File: src/rtl/neopixel_pkg.sv
// Shared types and default WS2812 timing for the NeoPixel output path.
package neopixel_pkg;

  typedef struct packed {
    logic [7:0] g;
    logic [7:0] r;
    logic [7:0] b;
  } pixel_t;

  typedef enum logic [1:0] {
    IDLE,
    SEND,
    WAIT,
    LATCH
  } tx_state_t;

  localparam int unsigned T0H_DEF     = 18;
  localparam int unsigned T1H_DEF     = 35;
  localparam int unsigned T_BIT_DEF   = 63;
  localparam int unsigned T_LATCH_DEF = 2500;
  localparam int unsigned PIX_BITS    = 24;

endpackage

File: src/rtl/neopixel_transmitter_if.sv
// Pixel stream (valid/ready) between the frame producer and the transmitter.
interface neopixel_transmitter_if;
  import neopixel_pkg::*;

  pixel_t pix_data;
  logic   pix_valid;
  logic   pix_last;
  logic   pix_ready;

  modport master (output pix_data, output pix_valid, output pix_last, input pix_ready);
  modport slave  (input pix_data, input pix_valid, input pix_last, output pix_ready);

endinterface

File: src/rtl/neopixel_bit_timer.sv
// Per-bit cycle counter and high-time compare for one WS2812 bit slot.
module neopixel_bit_timer #(
  parameter int unsigned T0H   = 18,
  parameter int unsigned T1H   = 35,
  parameter int unsigned T_BIT = 63
) (
  input  logic clk,
  input  logic rst_n,
  input  logic start,
  input  logic run,
  input  logic bit_val,
  output logic neo_level,
  output logic bit_end
);

  localparam int unsigned CYC_W = $clog2(T_BIT);
  localparam logic [CYC_W-1:0] T0H_C = CYC_W'(T0H);
  localparam logic [CYC_W-1:0] T1H_C = CYC_W'(T1H);
  localparam logic [CYC_W-1:0] END_C = CYC_W'(T_BIT - 1);

  logic [CYC_W-1:0] cyc_q;
  logic [CYC_W-1:0] cyc_d;

  assign bit_end   = run && (cyc_q == END_C);
  assign neo_level = run && (cyc_q < (bit_val ? T1H_C : T0H_C));

  // Counter rests at zero outside a bit so every new bit starts aligned.
  always_comb begin
    cyc_d = cyc_q + CYC_W'(1);
    if (start || !run || bit_end) cyc_d = '0;
  end

  always_ff @(posedge clk) begin
    if (!rst_n) cyc_q <= '0;
    else        cyc_q <= cyc_d;
  end

endmodule

File: src/rtl/register.sv
// Generic enabled register with synchronous active-low reset.
module register #(
  parameter int unsigned WIDTH = 8
) (
  input  logic             clk,
  input  logic             rst_n,
  input  logic             en,
  input  logic [WIDTH-1:0] d,
  output logic [WIDTH-1:0] q
);

  logic [WIDTH-1:0] q_q;
  logic [WIDTH-1:0] q_d;

  always_comb begin
    q_d = q_q;
    if (en) q_d = d;
  end

  always_ff @(posedge clk) begin
    if (!rst_n) q_q <= '0;
    else        q_q <= q_d;
  end

  assign q = q_q;

endmodule

File: src/rtl/neopixel_transmitter.sv
// Serializes GRB pixel words into the WS2812 waveform, with a one-deep
// holding register for gapless pixels and a latch period closing each frame.
module neopixel_transmitter
  import neopixel_pkg::*;
#(
  parameter int unsigned T0H     = T0H_DEF,
  parameter int unsigned T1H     = T1H_DEF,
  parameter int unsigned T_BIT   = T_BIT_DEF,
  parameter int unsigned T_LATCH = T_LATCH_DEF
) (
  input  logic                         clock,
  input  logic                         reset,
  neopixel_transmitter_if.slave        pix,
  output logic                         neo_out,
  output logic                         busy,
  output logic                         frame_done
);

  localparam int unsigned LAT_W = $clog2(T_LATCH + 1);
  localparam logic [LAT_W-1:0] LAT_END  = LAT_W'(T_LATCH);
  localparam logic [4:0]       LAST_IDX = 5'(PIX_BITS - 1);

  tx_state_t        state_q, state_d;
  logic [23:0]      shift_q, shift_d;
  logic [4:0]       idx_q, idx_d;
  logic             cur_last_q, cur_last_d;
  logic [LAT_W-1:0] lat_q, lat_d;
  logic             pend_q, pend_d;
  logic             full_q, full_d;
  logic             neo_q, neo_d;
  logic             done_q, done_d;

  logic        ready;
  logic        accept;
  logic        load;
  logic        enter_latch;
  logic [24:0] hold_word;
  logic        neo_level;
  logic        bit_end;

  assign ready         = !full_q && !pend_q;
  assign accept        = pix.pix_valid && ready;
  assign pix.pix_ready = ready;

  register #(.WIDTH(25)) u_hold (
    .clk   (clock),
    .rst_n (reset),
    .en    (accept),
    .d     ({pix.pix_last, pix.pix_data}),
    .q     (hold_word)
  );

  neopixel_bit_timer #(.T0H(T0H), .T1H(T1H), .T_BIT(T_BIT)) u_timer (
    .clk       (clock),
    .rst_n     (reset),
    .start     (load),
    .run       (state_q == SEND),
    .bit_val   (shift_q[23]),
    .neo_level (neo_level),
    .bit_end   (bit_end)
  );

  always_comb begin
    state_d     = state_q;
    shift_d     = shift_q;
    idx_d       = idx_q;
    cur_last_d  = cur_last_q;
    lat_d       = '0;
    load        = 1'b0;
    enter_latch = 1'b0;
    done_d      = 1'b0;

    unique case (state_q)
      IDLE: load = full_q;
      SEND: begin
        if (bit_end) begin
          if (idx_q != '0) begin
            shift_d = {shift_q[22:0], 1'b0};
            idx_d   = idx_q - 5'd1;
          end else if (cur_last_q) begin
            state_d     = LATCH;
            enter_latch = 1'b1;
          end else if (full_q) begin
            load = 1'b1;
          end else begin
            state_d = WAIT;
          end
        end
      end
      WAIT: load = full_q;
      LATCH: begin
        // Counts T_LATCH+1 state cycles: neo_out lags the state by one flop.
        if (lat_q == LAT_END) begin
          done_d  = 1'b1;
          state_d = IDLE;
          load    = full_q;
        end else begin
          lat_d = lat_q + LAT_W'(1);
        end
      end
      default: state_d = IDLE;
    endcase

    if (load) begin
      state_d    = SEND;
      shift_d    = hold_word[23:0];
      idx_d      = LAST_IDX;
      cur_last_d = hold_word[24];
    end
  end

  always_comb begin
    full_d = accept || (full_q && !load);
    pend_d = pend_q;
    if (enter_latch)               pend_d = 1'b0;
    if (accept && pix.pix_last)    pend_d = 1'b1;
    neo_d = neo_level;
  end

  always_ff @(posedge clock) begin
    if (!reset) begin
      state_q    <= IDLE;
      shift_q    <= '0;
      idx_q      <= '0;
      cur_last_q <= 1'b0;
      lat_q      <= '0;
      pend_q     <= 1'b0;
      full_q     <= 1'b0;
      neo_q      <= 1'b0;
      done_q     <= 1'b0;
    end else begin
      state_q    <= state_d;
      shift_q    <= shift_d;
      idx_q      <= idx_d;
      cur_last_q <= cur_last_d;
      lat_q      <= lat_d;
      pend_q     <= pend_d;
      full_q     <= full_d;
      neo_q      <= neo_d;
      done_q     <= done_d;
    end
  end

  assign neo_out    = neo_q;
  assign frame_done = done_q;
  assign busy       = (state_q != IDLE) || full_q;

endmodule

File: src/flat_wrapper.sv
// flat-port wrapper written by rule: the top's interface ports become plain ports
module neopixel_transmitter_flat import neopixel_pkg::*;
#(
  parameter int unsigned T0H     = T0H_DEF,
  parameter int unsigned T1H     = T1H_DEF,
  parameter int unsigned T_BIT   = T_BIT_DEF,
  parameter int unsigned T_LATCH = T_LATCH_DEF
)
  (clock, reset, neo_out, busy, frame_done, pix_pix_data, pix_pix_valid, pix_pix_last, pix_pix_ready);
  neopixel_transmitter_if pix_i ();
  input  logic clock;
  input  logic reset;
  output logic neo_out;
  output logic busy;
  output logic frame_done;
  input wire logic [$bits(pix_i.pix_data)-1:0] pix_pix_data;
  input wire logic [$bits(pix_i.pix_valid)-1:0] pix_pix_valid;
  input wire logic [$bits(pix_i.pix_last)-1:0] pix_pix_last;
  output wire logic [$bits(pix_i.pix_ready)-1:0] pix_pix_ready;
  assign pix_i.pix_data = pix_pix_data;
  assign pix_i.pix_valid = pix_pix_valid;
  assign pix_i.pix_last = pix_pix_last;
  assign pix_pix_ready = pix_i.pix_ready;
  neopixel_transmitter #(.T0H(T0H), .T1H(T1H), .T_BIT(T_BIT), .T_LATCH(T_LATCH)) u_core (.clock(clock), .reset(reset), .pix(pix_i), .neo_out(neo_out), .busy(busy), .frame_done(frame_done));
endmodule
File: config.mk
export PLATFORM = sky130hd
export DESIGN_NAME = neopixel_transmitter_flat
export DESIGN_NICKNAME = d
export VERILOG_FILES = /design/src/rtl/neopixel_pkg.sv /design/src/rtl/neopixel_transmitter_if.sv /design/src/rtl/neopixel_bit_timer.sv /design/src/rtl/register.sv /design/src/rtl/neopixel_transmitter.sv /design/src/flat_wrapper.sv
export SDC_FILE = /design/constraint.sdc
export NUM_CORES = 1
export LEC_CHECK = 0
export BUFFER_PORTS_ARGS = -buffer_cell sky130_fd_sc_hd__clkbuf_2
export CAP_MARGIN = 10
export CORE_MARGIN = 2
export CORE_UTILIZATION = 40
export CTS_CLUSTER_DIAMETER = 50
export CTS_CLUSTER_SIZE = 24
export DETAILED_ROUTE_END_ITERATION = 8
export PLACE_DENSITY = 0.56
export SETUP_SLACK_MARGIN = 0.4
export SLEW_MARGIN = 5
export SYNTH_ARGS = -nofsm -noshare
export SYNTH_HDL_FRONTEND = slang
export SYNTH_SLANG_ARGS = --single-unit
File: constraint.sdc
create_clock -name clock -period 2.55 [get_ports clock]
set_input_delay 0.51 -clock clock [delete_from_list [all_inputs] [get_ports clock]]
set_output_delay 0.51 -clock clock [all_outputs]
set_load 0.03 [all_outputs]
==> run_results.csv <==
group,metric,value,unit
route,detail-route-antenna-nets,0,
timing,clock.fmax,502,MHz
logic_synthesis,ys_ff_latch,79,
cts,cts_tree,"done",
logic_synthesis,synth.distinct_cells,47,
pwr,totalPowerFinal,2.61,mW
grt,grtUsageTotal,0.161,
logic_synthesis,synth-edff-count,0,
cells_and_area,nNetsFinal,419,
cells_and_area,finish.utilization,0.464,
logic_synthesis,synth_area_per_cell,9.20,µm²
grt,grt_pass1_vias,2534,
job,drv_cap,0,
setup_path,crit_path_end_kind,"flop",
cells_and_area,final_cell_mix,"79 x dfxtp_1, 60 x nand2_1, 31 x clkbuf_2, 29 x a21oi_1, 25 x nor2_1",
timing,setup_violations,0,
timing,worstMarginPinSlew,0.466,ns
grt,antenna_found_initial,0,
floorplan,dieArea,0.00895,mm²
route,route.detailed.drc,0,
cells_and_area,layout-drive-gt1-share,0.157,
timing,rsz0062_at_grt,"no",
grt,grt_max_degree,33,
setup_path,cpMaxStageDelayCell,"or4b_4",
setup_path,worst_setup_path_start_kind,"flop",
cts,cts_setup_buffers,0,
cts,htree_num_levels,3,
pwr,vdd.ir_drop.worst,0.000304,V
route,via_per_inst,5.22,
floorplan,start_util,0.406,
timing,period_share,0.782,
cells_and_area,final-instance-count-excl-fill,493,
placement,dpl.cell_count,477,
placement,port_buffers,31,
hold_path,holdPathEnd,"u_core.u_hold.q[19]",
floorplan,rows,33,
route,wl,6360,µm
logic_synthesis,syn_inst,357,
setup_path,path_class,"flop to flop",
floorplan,die_h,94.6,µm
route,dr.pass1.iters,4,
timing,finalWorstSetupSlack,0.557,ns
cts,clk-insertion-delay-late,0.35,ns
run_status,outcome,"finished clean",
route,vias,2571,
floorplan,dieWidth,94.6,µm
logic_synthesis,synth-seq-area-share,0.482,
cells_and_area,syn2layout_area_growth,14.4,%
timing,maxSlewViolCount,0,
logic_synthesis,async_reset_ff_frac,0,
grt,grt_pass1_wl,11600,µm
logic_synthesis,synth_fp_nets,393,
setup_path,crit_arrival,2.24,ns
placement,place_congestion,0.853,
timing,timing.final.crit_period,1.99,ns
cts,cts.sinks,79,
cells_and_area,layout_commonest_cell,"dfxtp_1",
setup_path,worst-path-max-fanout,31,
timing,fin_worst_skew,0.0125,ns
floorplan,ios,32,
cts,cts-root-buf,"clkbuf_8",
cts,clockBufferDepth,2,
floorplan,core,0.00809,mm²
timing,relSlewSlack,0.690,
setup_path,rr_worst_depth,7,
pwr,p_leak,1.42,nW
setup_path,r2r-end,"u_core.idx_q[3]",
logic_synthesis,yosys_warnings,0,
logic_synthesis,synth_ff_type,"dfxtp_1",
hold_path,worstHoldPathCells,3,
cells_and_area,diodes,0,
timing,hold_violations,0,
hold_path,hold_path.class,"input pin to flop",
placement,dpl.hpwl,4150,µm
setup_path,rrSetupSlack,0.56,ns
logic_synthesis,syn_area,0.00328,mm²
cells_and_area,fill_cells,845,
setup_path,cp_data_required_time,2.79,ns
timing,fin_setup_tns,0,ns
cts,cts_made_buffers,9,
route,drt_iter0_markers,96,
grt,grt-ovfl-total,0,
setup_path,worstReg2RegStart,"u_core.idx_q[0]",
cts,clk_pin_slew,0.08,ns
pwr,p_per_area,696,mW/mm²
setup_path,critical-path-max-stage-delay,0.54,ns
route,wl_per_cell,12.9,µm
placement,preCtsSetupSlack,0.422,ns
hold_path,hold_start,"pix_pix_data[19]",
setup_path,worstPathCellList,"inv_1 > ha_1 > or4b_4 > nor4_4 > o21ai_2 > buf_4 > and3_1",
-- cells in the mapped netlist, drive strengths merged (2+ instances only) --
library cell	n	share of area
nor4	2	0.0084
a21oi	29	0.044
nand4bb	2	0.0069
nor2	25	0.029
xnor2	11	0.029
nor3	4	0.0061
buf	10	0.016
ha	8	0.030
or3	2	0.0038
clkbuf	13	0.015
and2	2	0.0038
o221ai	23	0.061
xor2	6	0.016
a2bb2oi	23	0.061
or4	2	0.0046
o21ai	2	0.0042
nand3	12	0.020
nand4	3	0.0057
nand2	60	0.069
o21a	2	0.0046
inv	12	0.014
dfxtp	79	0.48
a211oi	2	0.0061
nand2b	4	0.0076
and3	2	0.0038
a31oi	2	0.0038
-- power breakdown --
part / internal, mW / total [mW] / switching (mW)
sequential: 1.30 / 1.35 / 0.0438
clock: 0.558 / 1.02 / 0.461
combinational: 0.114 / 0.246 / 0.132
total: 1.98 / 2.61 / 0.637
-- critical path, delay by kind of cell (launching register included) --
kind                       cells  cell delay (ns)
adders and majority gates      1             0.19
buffers and inverters          2             0.36
and+or+nand+nor                3             0.96
DFF                            1             0.32
AOI/OAI and AO/OA              1             0.07
-- flip-flops by register name (all words and copies together), names as in the netlist --
signal and count:
u_core.u_hold.q 25, u_core.shift_q 24, u_core.lat_q 12, u_core.u_timer.cyc_q 6, u_core.idx_q 5, u_core.state_q 2, u_core.cur_last_q 1, u_core.frame_done 1
u_core.full_q 1, u_core.neo_out 1, u_core.pend_q 1
-- timing repair --
| item | 4_1_cts | 5_1_grt |
|---|---|---|
| setup endpoints to repair | 1 | 31 |
| gates resized for setup | 1 | 1 |
| hold buffers | 0 | 0 |
-- stage by stage --
stage / hold WS, ns / cell area (µm²)
global route: 0.355 / 3760
detailed placement: 0.451 / 3520
finish: 0.375 / 3760
floorplan: 0.430 / 3280
CTS: 0.360 / 3750
global placement: 0.445 / 3520
-- per-layer routing --
metal,track usage,share of wire
met1,0.195,0.49
met2,0.276,0.47
met3,0.0503,0.040
met4,0.0435,0.0057
met5,0,0
-- layout make-up --
| cell class | count | area (µm²) | share of cell area |
|---|---|---|---|
| Timing Repair Buffer | 38 | 208 | 0.0553 |
| Tap cell | 105 | 131 | 0.0350 |
| Sequential cell | 79 | 1580 | 0.421 |
| Clock buffer | 10 | 128 | 0.0340 |
| Inverter | 12 | 45.0 | 0.0120 |
| Multi-Input combinational cell | 243 | 1570 | 0.418 |
| Clock inverter | 6 | 93.8 | 0.0250 |
-- worst max-delay path by stage --
stage	to	start
6_report	u_core.idx_q[3]	u_core.idx_q[0]
5_1_grt	u_core.idx_q[3]	u_core.idx_q[0]
4_1_cts	u_core.idx_q[3]	u_core.idx_q[0]
3_5_place_dp	u_core.idx_q[1]	u_core.idx_q[0]
3_3_place_gp	u_core.idx_q[1]	u_core.idx_q[0]
2_1_floorplan	u_core.shift_q[7]	u_core.idx_q[0]
-- kinds of logic (layout without fill, tap and decap cells) --
kind of cell	Yosys count	in the layout	synth area share
buffers and inverters	35	66	0.0442
DFF	79	79	0.482
AOI/OAI and AO/OA	90	90	0.210
muxes	1	1	0.00305
and+or+nand+nor	127	127	0.186
xor gates and xnor gates	17	17	0.0453
adders and majority gates	8	8	0.0305
No activity file was read; power rests on OpenSTA's default activity.
